<file path="config.mk">
export PLATFORM = sky130hd
export DESIGN_NAME = vip_rgb888_raw8
export DESIGN_NICKNAME = d
export VERILOG_FILES = /design/src/rtl/vip_pkg.sv /design/src/rtl/vip_frame_chk.sv /design/src/rtl/vip_rgb888_raw8.sv
export SDC_FILE = /design/constraint.sdc
export NUM_CORES = 1
export LEC_CHECK = 0
export CORE_ASPECT_RATIO = 1.25
export CORE_MARGIN = 2
export CORE_UTILIZATION = 45
export CTS_BUF_LIST = sky130_fd_sc_hd__clkbuf_4 sky130_fd_sc_hd__clkbuf_8
export DETAILED_ROUTE_END_ITERATION = 8
export PLACE_DENSITY = 0.86
export SKIP_LAST_GASP = 1
export SYNTH_ARGS = -nofsm -noshare
export SYNTH_HDL_FRONTEND = slang
export SYNTH_SLANG_ARGS = --single-unit
</file>
<file path="constraint.sdc">
create_clock -name clk -period 2.6 [get_ports clk]
set_input_delay 0.39 -clock clk [delete_from_list [all_inputs] [get_ports clk]]
set_output_delay 0.39 -clock clk [all_outputs]
set_load 0.01 [all_outputs]
</file>
<file path="src/rtl/vip_pkg.sv">
// Shared constants and Bayer-phase helpers for the RGB888 -> RAW8 video path.
// Phase encoding, counter width and default frame geometry live here.
package vip_pkg;

  typedef enum logic [1:0] {
    BGGR = 2'b00,
    GBRG = 2'b01,
    GRBG = 2'b10,
    RGGB = 2'b11
  } bayer_t;

  typedef enum logic [1:0] {
    SITE_B = 2'd0,
    SITE_G = 2'd1,
    SITE_R = 2'd2
  } site_t;

  localparam int CNT_W         = 14;
  localparam int IMG_HDISP_DEF = 640;
  localparam int IMG_VDISP_DEF = 480;

  // mirror[0] shifts the pattern by one column, mirror[1] by one row
  function automatic site_t bayer_site(
    input bayer_t ph,
    input logic   row,
    input logic   col
  );
    logic  r;
    logic  c;
    site_t s;
    r = row ^ ph[1];
    c = col ^ ph[0];
    s = SITE_G;
    unique case (1'b1)
      (!r && !c): s = SITE_B;
      (r && c):   s = SITE_R;
      default:    s = SITE_G;
    endcase
    return s;
  endfunction

endpackage

</file>
<file path="src/rtl/vip_frame_chk.sv">
// Frame geometry checker: counts href-high cycles per line and lines per
// frame, raising sticky flags aligned with the 2-clk video pipeline.
module vip_frame_chk
  import vip_pkg::*;
#(
  parameter int IMG_HDISP = IMG_HDISP_DEF,
  parameter int IMG_VDISP = IMG_VDISP_DEF
) (
  input  logic clk,
  input  logic rst,
  input  logic vsync,
  input  logic href,
  output logic err_hsize,
  output logic err_vsize
);

  localparam logic [CNT_W-1:0] H_EXP   = CNT_W'(IMG_HDISP);
  localparam logic [CNT_W-1:0] V_EXP   = CNT_W'(IMG_VDISP);
  localparam logic [CNT_W-1:0] CNT_MAX = '1;

  logic             vs_q;
  logic             href_q;
  logic             armed;
  logic [CNT_W-1:0] pix_cnt;
  logic [CNT_W-1:0] line_cnt;
  logic             eh1;
  logic             ev1;
  logic             eh2;
  logic             ev2;
  logic             vs_fall;
  logic             href_fall;

  assign vs_fall   = vs_q & ~vsync;
  assign href_fall = href_q & ~href;

  always_ff @(posedge clk or posedge rst) begin
    if (rst) begin
      vs_q     <= 1'b1;
      href_q   <= 1'b0;
      armed    <= 1'b0;
      pix_cnt  <= '0;
      line_cnt <= '0;
      eh1      <= 1'b0;
      ev1      <= 1'b0;
      eh2      <= 1'b0;
      ev2      <= 1'b0;
    end else begin
      vs_q   <= vsync;
      href_q <= href;
      if (!href)
        pix_cnt <= '0;
      else if (pix_cnt != CNT_MAX)
        pix_cnt <= pix_cnt + 1'b1;
      if (!vsync)
        line_cnt <= '0;
      else if (href_fall && line_cnt != CNT_MAX)
        line_cnt <= line_cnt + 1'b1;
      // first vsync fall after reset only arms; the partial frame is ignored
      if (vs_fall)
        armed <= 1'b1;
      eh1 <= eh1 | (armed & href_fall & (pix_cnt != H_EXP));
      ev1 <= ev1 | (armed & vs_fall & (line_cnt != V_EXP));
      eh2 <= eh1;
      ev2 <= ev1;
    end
  end

  assign err_hsize = eh2;
  assign err_vsize = ev2;

endmodule

</file>
<file path="src/rtl/vip_rgb888_raw8.sv">
// RGB888 -> RAW8 Bayer re-mosaic with a fixed 2-clk pipeline.
// Define VIP_RGB2RAW_FRAME_CHK_EN to build the frame geometry checker.
module vip_rgb888_raw8
  import vip_pkg::*;
#(
  parameter int IMG_HDISP = IMG_HDISP_DEF,
  parameter int IMG_VDISP = IMG_VDISP_DEF
) (
  input  logic       clk,
  input  logic       rst,
  input  logic [1:0] mirror,
  input  logic       per_frame_vsync,
  input  logic       per_frame_hsync,
  input  logic       per_frame_href,
  input  logic [7:0] per_img_red,
  input  logic [7:0] per_img_green,
  input  logic [7:0] per_img_blue,
  output logic       post_frame_vsync,
  output logic       post_frame_hsync,
  output logic       post_frame_href,
  output logic [7:0] post_img_RAW,
  output logic       err_hsize,
  output logic       err_vsize
);

  if (IMG_HDISP < 1 || IMG_VDISP < 1) begin : g_bad_geom
    $error("vip_rgb888_raw8: frame geometry must be non-zero");
  end

  logic       vs_q;
  logic       href_q;
  logic       row_q;
  logic       col_q;
  bayer_t     mir_q;
  logic       vs_fall;
  logic       href_fall;
  logic       row_e;
  logic       col_e;
  site_t      site;
  logic [7:0] pix;
  logic       vs1;
  logic       hs1;
  logic       href1;
  logic [7:0] raw1;
  logic       vs2;
  logic       hs2;
  logic       href2;
  logic [7:0] raw2;

  assign vs_fall   = vs_q & ~per_frame_vsync;
  assign href_fall = href_q & ~per_frame_href;
  // parity clears in the very cycle vsync drops, even mid-line
  assign row_e     = per_frame_vsync & row_q;
  assign col_e     = col_q & ~vs_fall;
  assign site      = bayer_site(mir_q, row_e, col_e);

  always_comb begin
    pix = per_img_green;
    case (site)
      SITE_B:  pix = per_img_blue;
      SITE_R:  pix = per_img_red;
      default: pix = per_img_green;
    endcase
  end

  always_ff @(posedge clk or posedge rst) begin
    if (rst) begin
      vs_q   <= 1'b1;
      href_q <= 1'b0;
      row_q  <= 1'b0;
      col_q  <= 1'b0;
      mir_q  <= BGGR;
      vs1    <= 1'b1;
      hs1    <= 1'b1;
      href1  <= 1'b0;
      raw1   <= '0;
      vs2    <= 1'b1;
      hs2    <= 1'b1;
      href2  <= 1'b0;
      raw2   <= '0;
    end else begin
      vs_q   <= per_frame_vsync;
      href_q <= per_frame_href;
      col_q  <= per_frame_href & ~col_e;
      row_q  <= per_frame_vsync & (row_q ^ href_fall);
      if (vs_fall)
        mir_q <= bayer_t'(mirror);
      vs1    <= per_frame_vsync;
      hs1    <= per_frame_hsync;
      href1  <= per_frame_href;
      raw1   <= per_frame_href ? pix : 8'd0;
      vs2    <= vs1;
      hs2    <= hs1;
      href2  <= href1;
      raw2   <= raw1;
    end
  end

  assign post_frame_vsync = vs2;
  assign post_frame_hsync = hs2;
  assign post_frame_href  = href2;
  assign post_img_RAW     = raw2;

`ifdef VIP_RGB2RAW_FRAME_CHK_EN
  vip_frame_chk #(
    .IMG_HDISP (IMG_HDISP),
    .IMG_VDISP (IMG_VDISP)
  ) u_frame_chk (
    .clk       (clk),
    .rst       (rst),
    .vsync     (per_frame_vsync),
    .href      (per_frame_href),
    .err_hsize (err_hsize),
    .err_vsize (err_vsize)
  );
`else
  assign err_hsize = 1'b0;
  assign err_vsize = 1'b0;
`endif

endmodule

</file>
==> results of run 1 <==
-- cell usage in the layout (no fill, tap or decap), drive strengths merged --
master and instances:
conb 2, xnor2 3, clkdlybuf4s50 41, clkbuf 4
a221oi 8, nand2b 2, buf 1, xor2 1
and2 2, nor2b 1, mux2 2, dfstp 4
o21ai 8, dfrtp 22, ha 2, nor2 8
inv 3, nand2 1
-- worst reg2reg max path, stage by stage (launching register included) --
cell	delay, ns
dfstp_2	0.55
nor2b_2	0.18
nand2b_4	0.16
xnor2_1	0.06
ha_1	0.45
inv_1	0.18
o21ai_0	0.24
nor2_1	0.06
-- cell families after synthesis --
logic type                 count (synthesis)  share of synthesized area [%]
DFF                                       26                           67.8
and+or+nand+nor                           14                           7.89
AOI/OAI and AO/OA                         16                           11.4
buffers and inverters                      8                           4.01
xor gates and xnor gates                   4                           3.62
other                                      1                          0.388
muxes                                      2                           2.33
adders and majority gates                  2                           2.59
-- area by class of cell --
class | instances | area, µm² | share of cell area (%)
clock buffers | 4 | 36.3 | 2.55
inverters | 3 | 11.3 | 0.792
multi-input cells | 40 | 277 | 19.4
flip-flops and latches | 26 | 656 | 46.1
well taps | 20 | 25.0 | 1.76
repair buffers | 42 | 418 | 29.4
-- flip-flops by register name (all words and copies together), names as in the netlist --
signal,cells
post_img_RAW,8
raw1,8
mir_q,2
col_q,1
href1,1
hs1,1
post_frame_href,1
post_frame_hsync,1
post_frame_vsync,1
row_q,1
vs1,1
-- power breakdown --
group	switching, µW	total [µW]	internal [µW]	leakage [µW]
combinational	129	285	156	0.000278
sequential	23.9	502	479	0.000322
clock	116	201	85.6	0.0000210
total	268	989	721	0.000621
-- stage by stage --
step	hold slack (ns)	setup WS (ns)	instances	total power (µW)	instance area (µm²)
after floorplan	0.331	0.884	74	650	971
after global placement	0.331	0.382	131	781	1390
after detailed placement	0.335	0.292	131	796	1390
after CTS	0.364	0.611	135	989	1420
after global routing	0.369	0.507	135	1040	1420
final	0.362	0.614	135	989	1420
-- path summary, 6_finish.rpt --
check | start | to | slack [ns] | cells after the start
setup / recovery | per_frame_vsync | raw1[3]$_DFF_PP0_ | 0.61 | 8
hold / removal | raw1[5]$_DFF_PP0_ | post_img_RAW[5]$_DFF_PP0_ | 0.36 | 0
hold reg to reg | raw1[5]$_DFF_PP0_ | post_img_RAW[5]$_DFF_PP0_ | 0.36 | 0
setup reg to reg | vs1$_DFF_PP1_ | raw1[3]$_DFF_PP0_ | 0.62 | 7
max in group asynchronous | rst | post_frame_vsync$_DFF_PP1_ | 1.90 | 3
min in group asynchronous | rst | raw1[3]$_DFF_PP0_ | 0.39 | 3
-- routing by layer --
layer | up-vias | GRT usage (%) | routed length [µm]
met5 | - | 0 | 0
met4 | 0 | 8.82 | 72
met3 | 8 | 2.60 | 126
met2 | 44 | 30.6 | 1070
met1 | 327 | 21.6 | 834
li1 | 329 | - | -
==> results.yml, run 1 <==
critical_path:
  critPathKind: "in -> reg"
  critPathTopFamily: "buffers and inverters"
  path_buf_inv: 2
  arrival_ns: 2.21
  crit_chain: "clkdlybuf4s50_1, nor2b_2, nand2b_4, xnor2_1, ha_1, inv_1, o21ai_0, nor2_1"
  required_ns: 2.83
  crit_path_end_kind: "register"
  critPathMaxFanout: 9
  critPathMaxStageDelay_ns: 0.53
  cp-start-kind: "input port"
  crit_slowest_cell: "clkdlybuf4s50_1"
synth:
  ys_types: 20
  synth.cell_area_um2: 967
  yosysWarnings: 0
  yosysSeqAreaShare_pct: 67.8
  synth_edf_count: 0
  synth_flop_cell: "dfrtp_1"
  synth_largest_area_cell: "dfrtp_1"
  netlist_instances: 73
  avgSynthCellArea_um2: 13.2
  synthTopCellsByArea: "dfrtp_1 57%, dfstp_2 11%, a221oi_1 7.2%"
  synth.most_common_cell: "dfrtp_1"
  async_reset_ff_share_pct: 100
  ys_top_cells_by_count: "22 x dfrtp_1, 8 x a221oi_1, 8 x nor2_1, 8 x o21ai_0, 4 x dfstp_2"
  yosysTopAreaCellShare_pct: 56.9
  yosys_register_bits: 26
cells_and_area:
  fin_nets: 149
  fill_cells: 135
  drive_above_1_share_pct: 12.2
  areaGrowthSynthToFinish_pct: 47.1
  fin_util_pct: 71.0
  antennaDiodeCount: 0
clock_tree:
  holdBufCountCts: 0
  cts_buffers: 3
  cts_sinks: 26
  htreeDepth: 1
  cts_tree: "built"
  clk_path_buf_depth: 2
  cts-root-buf: "clkbuf_4"
  path_clk_slew_ns: 0.15
  clk_latency_ns: 0.32
  post-cts-setup-buffer-count: 0
  cts_resized: 0
drt:
  drtIter0Drc: 25
  wl_mm: 2.11
  vias_per_cell: 5.24
  wire_per_inst_um: 15.6
  drc: 0
  final_antenna_net_count: 0
  drtPass1Iterations: 5
  vias: 708
die:
  start_util_pct: 48.3
  std_cell_rows: 18
  die_area_um2: 2540
  die_height_um: 55.8
  design.portCount: 44
  die_width_um: 45.5
  coreArea_um2: 2000
min_path:
  hp-class: "reg -> reg"
timing:
  drv_slew: 0
  setup_tns_ns: 0
  setup_viol: 0
  min_period_over_period_pct: 76.4
  fin_crit_ns: 1.99
  finalClockSkew_ns: 0.0185
  report.final.hold_viol_count: 0
  max_freq_mhz: 504
  rsz0062_at_grt: "no"
global_routing:
  grt_antenna_before_repair: 0
  grt-ovfl-total: 0
  grt_usage_pct: 18.2
  grt_pass1_wl_mm: 3.31
  grt_max_degree: 27
  grt_pass1_vias: 704
power:
  peakVddDrop_v: 0.000420
  cellLeakagePower_uw: 0.000621
  p_per_area_nw_per_um2: 695
run:
  drv_cap: 0
place:
  hpwl_mm: 1.59
  place.gp.congestion: 0.796
  port_buffers: 41
status:
  status: "completed"
(Power assumes the default switching activity.)
==> run 2: changes to the inputs <==
--- a/config.mk
+++ b/config.mk
@@ -7,10 +7,10 @@
 export LEC_CHECK = 0
 export CORE_ASPECT_RATIO = 1.25
 export CORE_MARGIN = 2
-export CORE_UTILIZATION = 45
+export CORE_UTILIZATION = 42
 export CTS_BUF_LIST = sky130_fd_sc_hd__clkbuf_4 sky130_fd_sc_hd__clkbuf_8
 export DETAILED_ROUTE_END_ITERATION = 8
-export PLACE_DENSITY = 0.86
+export PLACE_DENSITY = 0.81
 export SKIP_LAST_GASP = 1
 export SYNTH_ARGS = -nofsm -noshare
 export SYNTH_HDL_FRONTEND = slang
==> constraint.sdc (replaced) <==
create_clock -name clk -period 1.95 [get_ports clk]
set_input_delay 0.2925 -clock clk [delete_from_list [all_inputs] [get_ports clk]]
set_output_delay 0.2925 -clock clk [all_outputs]
set_load 0.01 [all_outputs]
==> run 2 against run 1 <==
Register-to-register slack got worse by 0.55 ns. Final cell count is 11% higher. Combinational power is 51% higher. Cell area is 4.0% higher. Critical path depth shrank 1. Clock power rose by 31%. Largest cell class unchanged. Largest power group unchanged. Highest routed layer unchanged.
==> results.yml, run 2 (synthesis gave the netlist of run 1 again) <==
status:
  status: "completed"
die:
  die_area_um2: 2700
  std_cell_rows: 19
  die_width_um: 46.9
  die_height_um: 57.7
  design.portCount: 44
  start_util_pct: 44.2
  coreArea_um2: 2190
critical_path:
  arrival_ns: 2.09
  cp-start-kind: "register"
  r2r_cells: 7
  required_ns: 2.15
  crit_path_end_kind: "register"
  critPathKind: "reg -> reg"
  critPathMaxFanout: 5
clock_tree:
  path_clk_slew_ns: 0.14
  cts_tree: "built"
  clk_path_buf_depth: 2
  cts-root-buf: "clkbuf_4"
  htreeDepth: 1
  clk_latency_ns: 0.32
  cts_buffers: 3
  cts_sinks: 26
cells_and_area:
  mostFrequentLayoutCells: "41 x clkdlybuf4s50_1, 22 x dfrtp_1, 8 x o21ai_0, 8 x nor2_1, 6 x a221oi_1"
  antennaDiodeCount: 0
  fin_nets: 153
  areaGrowthSynthToFinish_pct: 52.9
  drive_above_1_share_pct: 16.8
  final_cells: 150
  final_common_cell: "clkdlybuf4s50_1"
timing:
  drv_slew: 0
  fin_crit_ns: 1.88
  report.final.hold_viol_count: 0
  setup_viol: 0
  hold_ws_ns: 0.290
  max_freq_mhz: 531
  finalClockSkew_ns: 0.0150
  min_period_over_period_pct: 96.6
drt:
  drtPass1Iterations: 4
  final_antenna_net_count: 0
  drc: 0
  vias: 702
  wire_per_inst_um: 13.1
  vias_per_cell: 4.68
  wl_mm: 1.97
  drtIter0Drc: 9
run:
  drv_cap: 0
power:
  switching_power_uw: 365
  pwr-share-comb_pct: 31.7
  p_per_area_nw_per_um2: 921
  p_sw_share_pct: 26.8
  peakVddDrop_v: 0.000528
  p_seq_share_pct: 49.0
  intPower_uw: 997
  clockPowerShare_pct: 19.3
  cellLeakagePower_uw: 0.000646
global_routing:
  grt_pass1_wl_mm: 2.99
  grt_usage_pct: 15.8
  grt_pass1_vias: 652
  grt_max_degree: 27
  grt_antenna_before_repair: 0
  grt-ovfl-total: 0
place:
  port_buffers: 41
  dp_cells: 144
  hpwl_mm: 1.44
  place.gp.congestion: 0.813
min_path:
  hp-class: "in -> async"
[run 2: critical path: stages, from the launching register on]
cell and delay [ns]:
dfstp_2 0.56, nor2b_2 0.15, nand2b_4 0.15, xnor2_1 0.06, ha_1 0.35, buf_4 0.18
a221oi_1 0.21, nor2_1 0.09
[run 2: stage by stage]
stage | utilization, % | setup WS, ns | setup TNS (ns) | total power, µW | cell area (µm²)
3_3_place_gp | 64.7 | -0.108 | -0.616 | 1050 | 1420
4_1_cts | 66.4 | 0.0481 | 0 | 1320 | 1450
3_5_place_dp | 64.7 | -0.165 | -1.06 | 1060 | 1420
5_1_grt | 67.6 | -0.0134 | -0.0189 | 1430 | 1480
2_1_floorplan | - | 0.234 | 0 | 867 | 971
6_report | 67.6 | 0.0664 | 0 | 1360 | 1480
[run 2: metal layers]
layer / part of all wire [%] / global-route usage, %
met3: 5.1 / 4.36
met2: 50 / 24.1
met1: 42 / 20.1
met4: 2.6 / 8.33
met5: 0 / 0
[run 2: layout make-up]
class | count | area, µm²
fill | 174 | 708
sequential | 26 | 656
timing repair buffer | 46 | 448
multi-input combinational | 40 | 289
tap | 31 | 38.8
clock buffer | 4 | 36.3
inverter | 3 | 11.3
[run 2: path summary, 6_finish.rpt]
kind	from	to	slack, ns
min in group clk	raw1[2]$_DFF_PP0_	post_img_RAW[2]$_DFF_PP0_	0.36
max	vs1$_DFF_PP1_	raw1[0]$_DFF_PP0_	0.07
min reg2reg	raw1[2]$_DFF_PP0_	post_img_RAW[2]$_DFF_PP0_	0.36
min	rst	row_q$_DFF_PP0_	0.29
max in group asynchronous	rst	vs1$_DFF_PP1_	1.38
max reg2reg	vs1$_DFF_PP1_	raw1[0]$_DFF_PP0_	0.07
[run 2: timing repair]
item,CTS,global route
setup endpoints to repair,0,4
hold buffers,0,0
setup buffers,0,2
gates resized for setup,0,2
[run 2: power groups by stage]
stage	Clock [µW]	Sequential, µW	Combinational (µW)
after floorplan	0	699	168
after global placement	0	677	378
after detailed placement	0	679	385
after CTS	266	667	390
after global routing	291	674	469
final	263	667	431
==> run 3: changes to the inputs <==
--- a/config.mk
+++ b/config.mk
@@ -10,8 +10,9 @@
 export CORE_UTILIZATION = 42
 export CTS_BUF_LIST = sky130_fd_sc_hd__clkbuf_4 sky130_fd_sc_hd__clkbuf_8
 export DETAILED_ROUTE_END_ITERATION = 8
-export PLACE_DENSITY = 0.81
+export PLACE_DENSITY = 0.82
 export SKIP_LAST_GASP = 1
+export SLEW_MARGIN = 20
 export SYNTH_ARGS = -nofsm -noshare
 export SYNTH_HDL_FRONTEND = slang
 export SYNTH_SLANG_ARGS = --single-unit
==> run 3 against run 2 <==
Global-route usage increased by 0.55 points. Sequential cell count did not move. Worst hold slack gained 0.025 ns. Fmax up 0.62%. Clock-buffer cell count is 1 lower. First-iteration DRC count rose by 11%. Critical path type unchanged. Critical path depth unchanged. Sequential share of layout area fell by 0.85 points. Cell area increased by 1.9%. Core utilization is 1.3 points higher. Combinational power increased by 3%. Total power grew 8.2%.
==> results.yml, run 3 (synthesis gave the netlist of run 1 again) <==
status:
  status: "completed"
min_path:
  hp-class: "in -> async"
place:
  place.gp.congestion: 0.797
  dpl-instance-area_um2: 1420
  port_buffers: 41
  hpwl_mm: 1.53
clock_tree:
  cts-root-buf: "clkbuf_4"
  clk_latency_ns: 0.32
  cts_buffers: 3
  path_clk_slew_ns: 0.13
  cts_tree: "built"
  htreeDepth: 1
  clk_path_buf_depth: 2
  cts_sinks: 26
die:
  design.portCount: 44
  coreArea_um2: 2190
  die_area_um2: 2700
  start_util_pct: 44.2
  std_cell_rows: 19
  die_width_um: 46.9
  die_height_um: 57.7
critical_path:
  worstSetupStartpoint: "vs1$_DFF_PP1_"
  crit_path_end_kind: "register"
  r2r_cells: 7
  critPathMaxStageDelay_ns: 0.55
  critPathKind: "reg -> reg"
  crit_slowest_cell: "dfstp_2"
  required_ns: 2.17
  r2r-end: "raw1[4]$_DFF_PP0_"
  arrival_ns: 2.09
  cp-start-kind: "register"
  rrSetupSlack_ns: 0.08
  reg2reg_from: "vs1$_DFF_PP1_"
  crit_chain: "nor2b_2, nand2b_4, xnor2_1, ha_1, buf_4, a221oi_1, nor2_1"
  cp-endpoint: "raw1[4]$_DFF_PP0_"
  critPathMaxFanout: 5
cells_and_area:
  fill_cells: 173
  antennaDiodeCount: 0
  fin_util_pct: 68.9
  areaGrowthSynthToFinish_pct: 55.9
  final_area_um2: 1510
  mostFrequentLayoutCells: "41 x clkdlybuf4s50_1, 22 x dfrtp_1, 8 x o21ai_0, 8 x nor2_1, 5 x buf_4"
  final_common_cell: "clkdlybuf4s50_1"
  fin_nets: 153
  drive_above_1_share_pct: 18.5
timing:
  drv_slew: 0
  setup_viol: 0
  max_freq_mhz: 534
  rsz0062_at_grt: "yes"
  setup_tns_ns: 0
  fin_crit_ns: 1.87
  min_period_over_period_pct: 96.0
  report.final.hold_viol_count: 0
  finalClockSkew_ns: 0.00476
power:
  cellLeakagePower_uw: 0.000658
  p_sw_share_pct: 25.5
  peakVddDrop_v: 0.000551
  switching_power_uw: 376
  clockPowerShare_pct: 24.5
  p_per_area_nw_per_um2: 977
  pwr-share-comb_pct: 30.1
  intPower_uw: 1100
  power.total_uw: 1470
  p_seq_share_pct: 45.4
global_routing:
  grt_max_degree: 27
  grt_pass1_wl_mm: 2.98
  grt_usage_pct: 16.4
  grt-ovfl-total: 0
  grt_pass1_vias: 647
  grt_antenna_before_repair: 0
drt:
  drtPass1Iterations: 2
  vias_per_cell: 4.65
  final_antenna_net_count: 0
  drc: 0
  wire_per_inst_um: 13.0
  drtIter0Drc: 10
  wl_mm: 1.96
  vias: 697
run:
  drv_cap: 0
run 3: through the flow:
stage,setup WS [ns],hold WS (ns),std cells
floorplan,0.234,0.297,74
global placement,-0.121,0.331,145
detailed placement,-0.162,0.336,145
CTS,0.0699,0.330,149
global route,-0.0135,0.328,150
finish,0.0780,0.316,150
run 3: power groups by stage:
stage / Sequential (µW) / Clock [µW] / Combinational, µW
global route: 679 / 394 / 480
finish: 669 / 361 / 443
floorplan: 699 / 0 / 168
CTS: 670 / 367 / 404
global placement: 676 / 0 / 389
detailed placement: 682 / 0 / 401
run 3: how the worst min path moves through the flow:
stage	from	slack (ns)	cells after the start	endpoint
after floorplan	per_frame_hsync	0.30	0	hs1$_DFF_PP1_
after global placement	raw1[7]$_DFF_PP0_	0.33	0	post_img_RAW[7]$_DFF_PP0_
after detailed placement	raw1[5]$_DFF_PP0_	0.34	0	post_img_RAW[5]$_DFF_PP0_
after CTS	rst	0.33	3	raw1[0]$_DFF_PP0_
after global routing	rst	0.33	3	post_frame_href$_DFF_PP0_
final	rst	0.32	3	raw1[0]$_DFF_PP0_
run 3: area by class of cell:
class	count	area (µm²)	area share [%]
repair buffers	46	448	29.7
clock buffers	3	22.5	1.49
multi-input cells	40	302	20.0
clock inverters	1	30.0	1.99
well taps	31	38.8	2.57
flip-flops and latches	26	656	43.5
inverters	3	11.3	0.747
run 3: worst max-delay path: cells and delay by family (launching register included):
| kind | cells | cell delay [ns] |
|---|---|---|
| flops | 1 | 0.55 |
| fa+ha+maj | 1 | 0.36 |
| buf+inv | 1 | 0.17 |
| simple gates | 3 | 0.39 |
| xor+xnor | 1 | 0.07 |
| compound gates | 1 | 0.23 |
run 3: metal layers:
metal	wire (µm)	track usage, %
met4	65	11.9
met1	766	18.8
met5	0	0
met3	86	2.18
met2	1040	26.6
run 3: repair_timing:
| action | in CTS | in global routing |
|---|---|---|
| resized for setup | 0 | 4 |
| setup endpoints to repair | 0 | 4 |
| hold buffers | 0 | 0 |
| setup buffers | 0 | 1 |
